==> config.mk <==
export PLATFORM = sky130hd
export DESIGN_NAME = pio_mem_rd_arb
export DESIGN_NICKNAME = d
export VERILOG_FILES = /design/src/rtl/pio_mem_rd_arb.sv
export SDC_FILE = /design/constraint.sdc
export NUM_CORES = 1
export LEC_CHECK = 0
export BUFFER_PORTS_ARGS = -buffer_cell sky130_fd_sc_hd__buf_2
export CAP_MARGIN = 20
export CELL_PAD_IN_SITES_DETAIL_PLACEMENT = 0
export CELL_PAD_IN_SITES_GLOBAL_PLACEMENT = 1
export CORE_UTILIZATION = 39
export CTS_CLUSTER_DIAMETER = 200
export DETAILED_ROUTE_END_ITERATION = 16
export PLACE_DENSITY_LB_ADDON = 0.3
export SLEW_MARGIN = 20
export SYNTH_ARGS = -nofsm -noshare
export SYNTH_HDL_FRONTEND = slang
export SYNTH_SLANG_ARGS = --single-unit
==> constraint.sdc <==
create_clock -name clk -period 6.1 [get_ports clk]
set_input_delay 0 -clock clk [delete_from_list [all_inputs] [get_ports clk]]
set_output_delay 0 -clock clk [all_outputs]
set_load 0.01 [all_outputs]
==> src/rtl/pio_mem_rd_arb.sv <==
// Round-robin read arbiter in front of a single PIO memory read port.
// Outstanding requester tags are queued so responses return in issue order.
module pio_mem_rd_arb #(
  parameter int WIDTH       = 20,
  parameter int DEPTH_NBITS = 1,
  parameter int NREQ        = 4,
  parameter int TAG_DEPTH   = 4
) (
  input  logic                        clk,
  input  logic                        rst,
  input  logic                        arb_en,
  input  logic [NREQ-1:0]             req,
  input  logic [NREQ*DEPTH_NBITS-1:0] req_addr,
  output logic [NREQ-1:0]             gnt,
  output logic                        app_mem_rd,
  output logic [DEPTH_NBITS-1:0]      app_mem_raddr,
  input  logic                        app_mem_ack,
  input  logic [WIDTH-1:0]            app_mem_rdata,
  output logic [NREQ-1:0]             rsp_ack,
  output logic [WIDTH-1:0]            rsp_rdata,
  output logic                        idle,
  output logic                        err_unexp_ack
);

  localparam int IDX_W = $clog2(NREQ);
  localparam int PTR_W = $clog2(TAG_DEPTH);
  localparam int CNT_W = PTR_W + 1;
  localparam logic [NREQ-1:0] ONE = NREQ'(1);

  logic [IDX_W-1:0] rr_ptr;
  logic [IDX_W-1:0] gnt_idx;
  logic [IDX_W-1:0] tag_mem [TAG_DEPTH];
  logic [PTR_W-1:0] wr_ptr;
  logic [PTR_W-1:0] rd_ptr;
  logic [CNT_W-1:0] count;
  logic             found;
  logic             empty;
  logic             full;
  logic             pop;
  logic             push;
  logic             can_grant;

  assign empty = (count == '0);
  assign full  = (count == CNT_W'(TAG_DEPTH));
  assign pop   = app_mem_ack && !empty;

  // A pop in the same cycle frees a slot, so a full queue may still grant.
  assign can_grant = !rst && arb_en && (!full || pop);

  always_comb begin
    int j;
    j       = 0;
    found   = 1'b0;
    gnt_idx = '0;
    for (int k = 0; k < NREQ; k++) begin
      j = int'(rr_ptr) + k;
      if (j >= NREQ) j = j - NREQ;
      if (!found && req[j]) begin
        found   = 1'b1;
        gnt_idx = IDX_W'(j);
      end
    end
  end

  assign push = found && can_grant;
  assign gnt  = push ? (ONE << gnt_idx) : '0;
  assign idle = empty && !app_mem_rd;

  always_ff @(posedge clk) begin
    if (push) tag_mem[wr_ptr] <= gnt_idx;
  end

  always_ff @(posedge clk) begin
    if (rst) begin
      app_mem_rd    <= 1'b0;
      app_mem_raddr <= '0;
      rsp_ack       <= '0;
      rsp_rdata     <= '0;
      err_unexp_ack <= 1'b0;
      rr_ptr        <= '0;
      wr_ptr        <= '0;
      rd_ptr        <= '0;
      count         <= '0;
    end else begin
      app_mem_rd <= push;
      if (push) begin
        app_mem_raddr <=
          req_addr[int'(gnt_idx)*DEPTH_NBITS +: DEPTH_NBITS];
        rr_ptr <= (gnt_idx == IDX_W'(NREQ-1)) ?
                  '0 : gnt_idx + IDX_W'(1);
        wr_ptr <= wr_ptr + PTR_W'(1);
      end
      if (pop) begin
        rd_ptr    <= rd_ptr + PTR_W'(1);
        rsp_ack   <= ONE << tag_mem[rd_ptr];
        rsp_rdata <= app_mem_rdata;
      end else begin
        rsp_ack <= '0;
      end
      unique case ({push, pop})
        2'b10:   count <= count + CNT_W'(1);
        2'b01:   count <= count - CNT_W'(1);
        default: count <= count;
      endcase
      if (app_mem_ack && empty) err_unexp_ack <= 1'b1;
    end
  end

endmodule

==> flow_summary.toml, run 1 <==
[yosys]
ys_seq_area_share_pct = 52.4
synthTopCellsByArea = "dfxtp_1 40%, edfxtp_1 13%, nand2_1 9.0%"
ys_seq_elements = 46
synth_area_mm2 = 0.00191
synthDistinctLibCells = 36
synth_top_area_cell = "dfxtp_1"
syn_avg_cell_area_um2 = 9.51
yosys_warnings = 0
synth_nets = 243
synthCells = 201
synth_top_area_share_pct = 39.8

[global_route]
grt_pass1_vias = 1353
grt.total_usage_pct = 15.3
antenna_found_initial = 0
overflow = 0
grt_max_degree = 36
grt_pass1_wl_mm = 6.11

[route]
wirelength_mm = 3.86
ant_nets = 0
drtIter0Drc = 77
wl_met1_mm = 1.86
post_drt_wl_per_cell_um = 11.0
drc_errors = 0
vias = 1577
highest_layer = "met4"
wl_met3_um = 160
dr_wl_met2_mm = 1.78
drt-pass1-iter-count = 4
viasPerCell = 4.49

[clocking]
cts_resized = 0
cts_tree = "built"
cts_root_buf = "clkbuf_8"
htreeDepth = 2
cts_buffer_depth = 2
clock_latency_ns = 0.30
clock-sinks = 46
cts_buffers = 5
clk_pin_slew_ns = 0.08

[timing]
setup_viol = 0
fin_ws_ns = 2.86
maxSlewViolCount = 0
post-route-period-util_pct = 53.1
relSlewSlack_pct = 40.9
fin_crit_ns = 3.24
worst_pin_slew_ns = 0.887
finClkSkew_ns = 0.00934
max_freq_ghz = 0.309
rsz0062_at_grt = "false"
tns_ns = 0
final_hold_viol_count = 0
hold_ws_ns = 0.0437

[outcome]
outcome = "completed"

[finish]
final_common_cell = "buf_2"
layout_common_cells = "63 x buf_2, 46 x nand2_1, 38 x dfxtp_1"
antenna_cells = 0
drive_above_1_share_pct = 26.8
final_nets = 325
final_area_mm2 = 0.00257
area_delta_synth_final_pct = 34.3

[hold_path]
whs_path_depth = 2
min-delay-path-class = "in -> reg"
min_to = "app_mem_rd$_SDFF_PP0_"
hold_start = "arb_en"

[pwr]
intPower_uw = 561
leakage_nw = 1.12
p_sw_share_pct = 34.4
comb_power_share_pct = 32.4
clock_power_share_pct = 20.6
powerDensity_mw_per_mm2 = 333
seq_power_share_pct = 47.0
p_sw_uw = 295
ir_drop_v = 0.000159

[critical_path]
critPathLaunchType = "flip-flop"
crit_path_max_fanout = 23
r2r_cells = 9
r2r-end = "count[2]$_SDFFE_PP0P_"
crit_path_cell_trace = "nor3_1 > nand2b_1 > inv_1 > ha_1 > inv_1 > fa_1 > xor2_1 > or3_1 > a21oi_1"
ff2ff_setup_slack_ns = 2.86
crit_path_end_kind = "flip-flop"
required_ns = 6.32
worstPathArrival_ns = 3.46
crit_path_max_incr_delay_ns = 0.76
crit_type = "reg -> reg"
slowest_stage = "inv_1"
critical_path.most_common_cell = "inv_1"
r2r-start = "count[0]$_SDFFE_PP0P_"

[die]
row_count = 25
coreArea_mm2 = 0.00472
ios = 64
die_area_mm2 = 0.00519
fp.dieW_um = 72.0
initial_utilization_pct = 40.5
die_h_um = 72.0

[placement]
dp.final_hpwl_mm = 2.52
pre_cts_ws_ns = 2.86
gp_congestion = 0.667
port_buffers = 63
placedInstanceArea_mm2 = 0.00227

[job]
drv_cap = 0
[Yosys cell counts, drive strengths merged]
| library cell | number |
|---|---|
| a211o | 1 |
| a21oi | 25 |
| a311o | 1 |
| a311oi | 1 |
| a31o | 1 |
| and2 | 8 |
| and3 | 1 |
| buf | 5 |
| clkbuf | 4 |
| dfxtp | 38 |
| edfxtp | 8 |
| fa | 1 |
| ha | 9 |
| inv | 12 |
| mux2i | 1 |
| mux4 | 2 |
| nand2 | 46 |
| nand2b | 2 |
| nand3b | 1 |
| nor2 | 13 |
| nor2b | 1 |
| nor3 | 1 |
| nor3b | 1 |
| nor4 | 3 |
| nor4b | 2 |
| o211ai | 1 |
| o21a | 1 |
| o21ai | 3 |
| o31ai | 2 |
| or3 | 1 |
| xnor2 | 2 |
| xor2 | 3 |
[power groups by stage]
stage	Sequential (mW)	Clock (mW)	Combinational (mW)
CTS	0.401	0.185	0.280
detailed placement	0.407	0	0.268
global placement	0.406	0	0.268
floorplan	0.420	0	0.177
finish	0.402	0.176	0.278
global route	0.409	0.194	0.318
[cell type report]
cell class / count / area, µm²
fill: 454 / 2160
sequential: 46 / 1000
multi-input combinational: 134 / 827
timing repair buffer: 84 / 526
tap: 67 / 83.8
clock buffer: 5 / 68.8
inverter: 12 / 45.0
clock inverter: 3 / 16.3
[per-layer routing]
| layer | vias to the layer above | track usage, % |
|---|---|---|
| met1 | 702 | 19.9 |
| li1 | 829 | - |
| met2 | 42 | 24.7 |
| met5 | - | 0 |
| met3 | 4 | 3.75 |
| met4 | 0 | 5.88 |
[worst max path at each step]
stage,startpoint,end,slack [ns],depth (start not counted)
detailed placement,count[0]$_SDFFE_PP0P_,count[2]$_SDFFE_PP0P_,2.86,9
floorplan,count[0]$_SDFFE_PP0P_,count[2]$_SDFFE_PP0P_,3.90,10
global placement,count[0]$_SDFFE_PP0P_,count[2]$_SDFFE_PP0P_,2.93,9
global route,count[0]$_SDFFE_PP0P_,count[2]$_SDFFE_PP0P_,2.53,9
finish,count[0]$_SDFFE_PP0P_,count[2]$_SDFFE_PP0P_,2.86,9
CTS,count[0]$_SDFFE_PP0P_,count[2]$_SDFFE_PP0P_,2.82,9
[critical path, delay by kind of cell, from the launching register on]
kind / cells / cell delay, ns
flip-flops: 1 / 0.43
adder cells (fa/ha/maj): 2 / 0.67
AND/OR/NAND/NOR: 3 / 0.95
buffers and inverters: 2 / 0.82
AO/OA/AOI/OAI: 1 / 0.14
XOR/XNOR: 1 / 0.15
[through the flow]
stage | std cells | util [%] | power, mW
floorplan | 201 | - | 0.596
global placement | 322 | 48.1 | 0.674
detailed placement | 322 | 48.1 | 0.676
CTS | 351 | 54.4 | 0.867
global route | 351 | 54.4 | 0.920
finish | 351 | 54.4 | 0.855
[flip-flops by register name, indices dropped and copies added, names as in the netlist, named ones only]
| signal | count |
|---|---|
| err_unexp_ack | 1 |
| app_mem_rd | 1 |
| rsp_ack | 4 |
| app_mem_raddr | 1 |
| wr_ptr | 2 |
| count | 3 |
| rd_ptr | 2 |
| tag_mem | 8 |
| rsp_rdata | 20 |
| rr_ptr | 2 |
[what timing repair did]
action | in CTS | in global routing
endpoints found under the setup margin | 0 | 0
setup buffers | 0 | 0
hold buffers | 21 | 0
hold endpoints to repair | 21 | 0
[cells by family (layout without fill, tap and decap cells)]
group | count (synthesis) | in the layout | share of synthesized area, %
AND/OR/NAND/NOR | 80 | 80 | 20.0
flip-flops | 46 | 46 | 52.4
AO/OA/AOI/OAI | 36 | 36 | 11.1
buffers and inverters | 21 | 104 | 4.38
adder cells (fa/ha/maj) | 10 | 10 | 6.94
XOR/XNOR | 5 | 5 | 2.29
multiplexers | 3 | 3 | 2.88
Note: power is estimated with default switching activity, not from simulation.
==> inputs of run 2 (changes only) <==
- CORE_UTILIZATION: 39 -> 33
- clock period: 6.1 -> 2.9 ns (I/O delays scaled with it)
==> flow_summary.toml, run 2 (synthesis gave the netlist of run 1 again) <==
[critical_path]
crit_type = "reg -> reg"
critical_path.most_common_cell = "inv_1"
crit_path_end_kind = "flip-flop"
crit_path_max_fanout = 5
crit_path_max_incr_delay_ns = 0.41
crit_path_cell_trace = "nor4b_2 > nor4b_4 > inv_1 > ha_1 > inv_1 > fa_1 > xor2_1 > or3_1 > a21oi_1"
slowest_stage = "nor4b_2"
required_ns = 3.13
critical-path-top-delay-family = "simple AND/OR/NAND/NOR gates"
worstPathArrival_ns = 2.48
path_buf_inv = 2
critPathLaunchType = "flip-flop"

[timing]
max_freq_ghz = 0.443
final_hold_viol_count = 0
post-route-period-util_pct = 77.8
worst_pin_slew_ns = 0.523
tns_ns = 0
hold_ws_ns = 0.0497
finClkSkew_ns = 0.00568
relSlewSlack_pct = 64.8
rsz0062_at_grt = "false"
setup_viol = 0
maxSlewViolCount = 0
fin_crit_ns = 2.26

[global_route]
antenna_found_initial = 0
grt_pass1_vias = 1496
grt_pass1_wl_mm = 6.70
grt_max_degree = 35
overflow = 0
grt.total_usage_pct = 14.1

[pwr]
powerDensity_mw_per_mm2 = 709
leakage_nw = 1.14
power.total_mw = 1.85
ir_drop_v = 0.000312

[placement]
port_buffers = 63
dp.final_hpwl_mm = 2.73
placedInstanceArea_mm2 = 0.00231
gp_congestion = 0.744

[finish]
antenna_cells = 0
regMostFlops = "rsp_rdata"
n_fill_cell = 555
drive_above_1_share_pct = 27.8
largest_register_ff_count = 20
final_area_mm2 = 0.00261
final_common_cell = "buf_2"
final_nets = 329
layout_common_cells = "63 x buf_2, 46 x nand2_1, 38 x dfxtp_1"
area_delta_synth_final_pct = 36.5
reg.largest.list = "rsp_rdata x20, tag_mem x8, rsp_ack x4"

[clocking]
htreeDepth = 2
cts_tree = "built"
clk_pin_slew_ns = 0.08
cts_buffers = 5
cts_resized = 0
clock-sinks = 46
cts_root_buf = "clkbuf_8"
clock_latency_ns = 0.29
cts_buffer_depth = 2

[die]
die_area_mm2 = 0.00610
coreArea_mm2 = 0.00554
initial_utilization_pct = 34.5
fp.dieW_um = 78.1
die_h_um = 78.1
ios = 64
row_count = 27

[route]
wirelength_mm = 4.05
vias = 1601
post_drt_wl_per_cell_um = 11.3
drc_errors = 0
drtIter0Drc = 46
ant_nets = 0
drt-pass1-iter-count = 4
viasPerCell = 4.45

[outcome]
outcome = "completed"

[job]
drv_cap = 0

[hold_path]
min-delay-path-class = "in -> reg"
[run 2: changes by cell type in the layout (fill, tap and decap cells not counted)]
cell | before | now
buf_4 | 0 | 4
clkbuf_1 | 0 | 1
clkbuf_8 | 5 | 6
clkinv_1 | 1 | 0
clkinvlp_4 | 1 | 0
[run 2: routing by layer]
layer	GRT usage, %	part of all wire [%]
met1	17.1	45
met2	23.9	49
met3	3.26	3.7
met4	6.11	1.8
met5	0	0
[run 2: path summary, 6_finish.rpt]
kind,startpoint,to,slack [ns],cells past startpoint
max reg2reg,count[0]$_SDFFE_PP0P_,count[2]$_SDFFE_PP0P_,0.64,9
min,req_addr[3],app_mem_raddr$_SDFFE_PP0P_,0.05,3
min reg2reg,rsp_rdata[19]$_SDFFE_PP0N_,rsp_rdata[19]$_SDFFE_PP0N_,0.45,2
max,count[0]$_SDFFE_PP0P_,count[2]$_SDFFE_PP0P_,0.64,9
[run 2: cell type report]
| type | instances | area (µm²) | share of cell area, % |
|---|---|---|---|
| Clock inverter | 1 | 5.00 | 0.192 |
| Tap cell | 72 | 90.1 | 3.45 |
| Clock buffer | 7 | 86.3 | 3.31 |
| Inverter | 12 | 45.0 | 1.73 |
| Timing Repair Buffer | 88 | 556 | 21.3 |
| Sequential cell | 46 | 1000 | 38.4 |
| Multi-Input combinational cell | 134 | 827 | 31.7 |
[run 2: worst reg2reg max path: stages (launching register included)]
cell,delay (ns)
dfxtp_1,0.36
nor4b_2,0.41
nor4b_4,0.09
inv_1,0.12
ha_1,0.19
inv_1,0.06
fa_1,0.37
xor2_1,0.15
or3_1,0.30
a21oi_1,0.15
[run 2: repair_timing]
item | 4_1_cts | 5_1_grt
hold buffers | 21 | 0
setup buffers | 0 | 0
endpoints found under the hold margin | 21 | 0
[run 2: report_power, final]
group | total [mW] | switching [mW] | internal [mW]
logic | 0.613 | 0.348 | 0.265
clock network | 0.396 | 0.203 | 0.192
registers | 0.841 | 0.0716 | 0.769
total | 1.85 | 0.623 | 1.23
[run 2: metrics by stage]
step | instances | setup WS [ns] | utilization (%)
floorplan | 201 | 0.702 | -
global placement | 331 | 0.728 | 41.7
detailed placement | 331 | 0.647 | 41.7
CTS | 360 | 0.617 | 47.1
global route | 360 | 0.478 | 47.1
finish | 360 | 0.644 | 47.1
==> inputs of run 3 (changes only) <==
- CORE_UTILIZATION: 33 -> 36
- clock period: 2.9 -> 2.3 ns (I/O delays scaled with it)
==> flow_summary.toml, run 3 (synthesis gave the netlist of run 1 again) <==
[die]
coreArea_mm2 = 0.00511
ios = 64
row_count = 26
die_area_mm2 = 0.00561
die_h_um = 74.9
fp.dieW_um = 74.9
initial_utilization_pct = 37.4

[clocking]
clock-sinks = 46
clk_pin_slew_ns = 0.09
clock_latency_ns = 0.29
cts_tree = "built"
cts_buffers = 5
cts_buffer_depth = 2
cts_root_buf = "clkbuf_8"
htreeDepth = 2

[pwr]
power.total_mw = 2.31
ir_drop_v = 0.000409
clock_power_share_pct = 20.3
intPower_mw = 1.52
comb_power_share_pct = 33.6
leakage_nw = 1.14
p_sw_uw = 788
seq_power_share_pct = 46.1
p_sw_share_pct = 34.1
powerDensity_mw_per_mm2 = 885

[global_route]
grt_pass1_wl_mm = 5.86
grt_pass1_vias = 1347
use_met3_pct = 4.15
top_usage_layer = "met2"
antenna_found_initial = 0
grt.met2_usage_pct = 22.5
overflow = 0
grt_max_degree = 35
grt_util_met1_pct = 17.4
grt.total_usage_pct = 13.9

[route]
vias = 1586
drt-pass1-iter-count = 2
drtIter0Drc = 37
viasPerCell = 4.42
drc_errors = 0
wirelength_mm = 3.95
ant_nets = 0
post_drt_wl_per_cell_um = 11.0

[finish]
final_nets = 330
layout_common_cells = "63 x buf_2, 46 x nand2_1, 38 x dfxtp_1"
final_common_cell = "buf_2"
largest_register_ff_count = 20
drive_above_1_share_pct = 27.3
reg.largest.list = "rsp_rdata x20, tag_mem x8, rsp_ack x4"
area_delta_synth_final_pct = 36.6
final_util_pct = 51.2
regMostFlops = "rsp_rdata"
antenna_cells = 0
fin_cells = 359

[critical_path]
path_buf_inv = 4
critical-path-top-delay-family = "buffers and inverters"
cp_num_cells = 11
crit_path_max_incr_delay_ns = 0.53
crit_path_max_fanout = 3
crit_path_end_kind = "flip-flop"
crit_path_cell_trace = "dlygate4sd3_1 > buf_2 > nor4b_4 > nor4b_4 > inv_1 > ha_1 > inv_1 > fa_1 > xor2_1 > or3_1 > a21oi_1"
ff2ff_setup_slack_ns = 0.14
worstPathArrival_ns = 2.41
required_ns = 2.53
critPathLaunchType = "input pin"
slowest_stage = "dlygate4sd3_1"
crit_type = "in -> reg"
r2r_cells = 9

[timing]
maxSlewViolCount = 0
relSlewSlack_pct = 74.4
worst_pin_slew_ns = 0.384
post-route-period-util_pct = 94.6
finClkSkew_ns = 0.0107
setup_viol = 0
fin_crit_ns = 2.18
max_freq_ghz = 0.460
final_hold_viol_count = 0
tns_ns = 0

[job]
drv_cap = 0

[placement]
place_inst = 330
dp.final_hpwl_mm = 2.57
gp_congestion = 0.738
port_buffers = 63

[hold_path]
whs_path_depth = 3
min-delay-path-class = "in -> reg"

[outcome]
outcome = "completed"
==> run 3: changes by cell type in the layout (fill, tap and decap cells not counted), sizes merged <==
cell,delta
buf,+1
clkbuf,+1
clkinv,-1
==> run 3: layout make-up <==
cell class | instances | area [µm²]
clock buffer | 8 | 80.1
multi-input combinational | 134 | 836
timing repair buffer | 89 | 563
tap | 70 | 87.6
inverter | 12 | 45.0
fill | 505 | 2490
sequential | 46 | 1000
==> run 3: final timing paths <==
path,startpoint,end
setup / recovery,app_mem_ack,count[2]$_SDFFE_PP0P_
hold / removal,req_addr[3],app_mem_raddr$_SDFFE_PP0P_
setup reg to reg,count[1]$_SDFFE_PP0P_,count[2]$_SDFFE_PP0P_
hold reg to reg,rsp_rdata[11]$_SDFFE_PP0N_,rsp_rdata[11]$_SDFFE_PP0N_
==> run 3: per-stage QoR <==
| stage | cell area, µm² | setup slack [ns] | hold slack, ns |
|---|---|---|---|
| after floorplan | 1910 | 0.102 | 0.136 |
| after global placement | 2310 | 0.151 | 0.243 |
| after detailed placement | 2310 | 0.104 | 0.247 |
| after CTS | 2600 | 0.0811 | 0.0454 |
| after global routing | 2610 | -0.0161 | 0.0622 |
| final | 2610 | 0.125 | 0.0553 |
==> run 3: repair_timing <==
action,in CTS,in global routing
resized for setup,0,1
hold endpoints to repair,21,0
endpoints found under the setup margin,0,1
buffers inserted,0,0
hold buffers,21,0
==> run 3: power groups by stage <==
stage | registers (mW) | logic [mW] | clock network [mW]
2_1_floorplan | 1.11 | 0.469 | 0
3_3_place_gp | 1.07 | 0.752 | 0
3_5_place_dp | 1.08 | 0.752 | 0
4_1_cts | 1.06 | 0.783 | 0.489
5_1_grt | 1.09 | 0.878 | 0.523
6_report | 1.07 | 0.776 | 0.469
==> run 3: worst reg2reg max path, cell delays in order, from the launching register on <==
cell and delay (ns):
dfxtp_1 0.37, nor4b_4 0.32, nor4b_4 0.08, inv_1 0.10, ha_1 0.19, inv_1 0.06
fa_1 0.37, xor2_1 0.16, or3_1 0.31, a21oi_1 0.13
==> run 3: metal layers <==
layer | vias up | wire, µm
met1 | 716 | 1920
li1 | 837 | -
met4 | 0 | 41
met2 | 28 | 1840
met3 | 5 | 150
met5 | - | 0
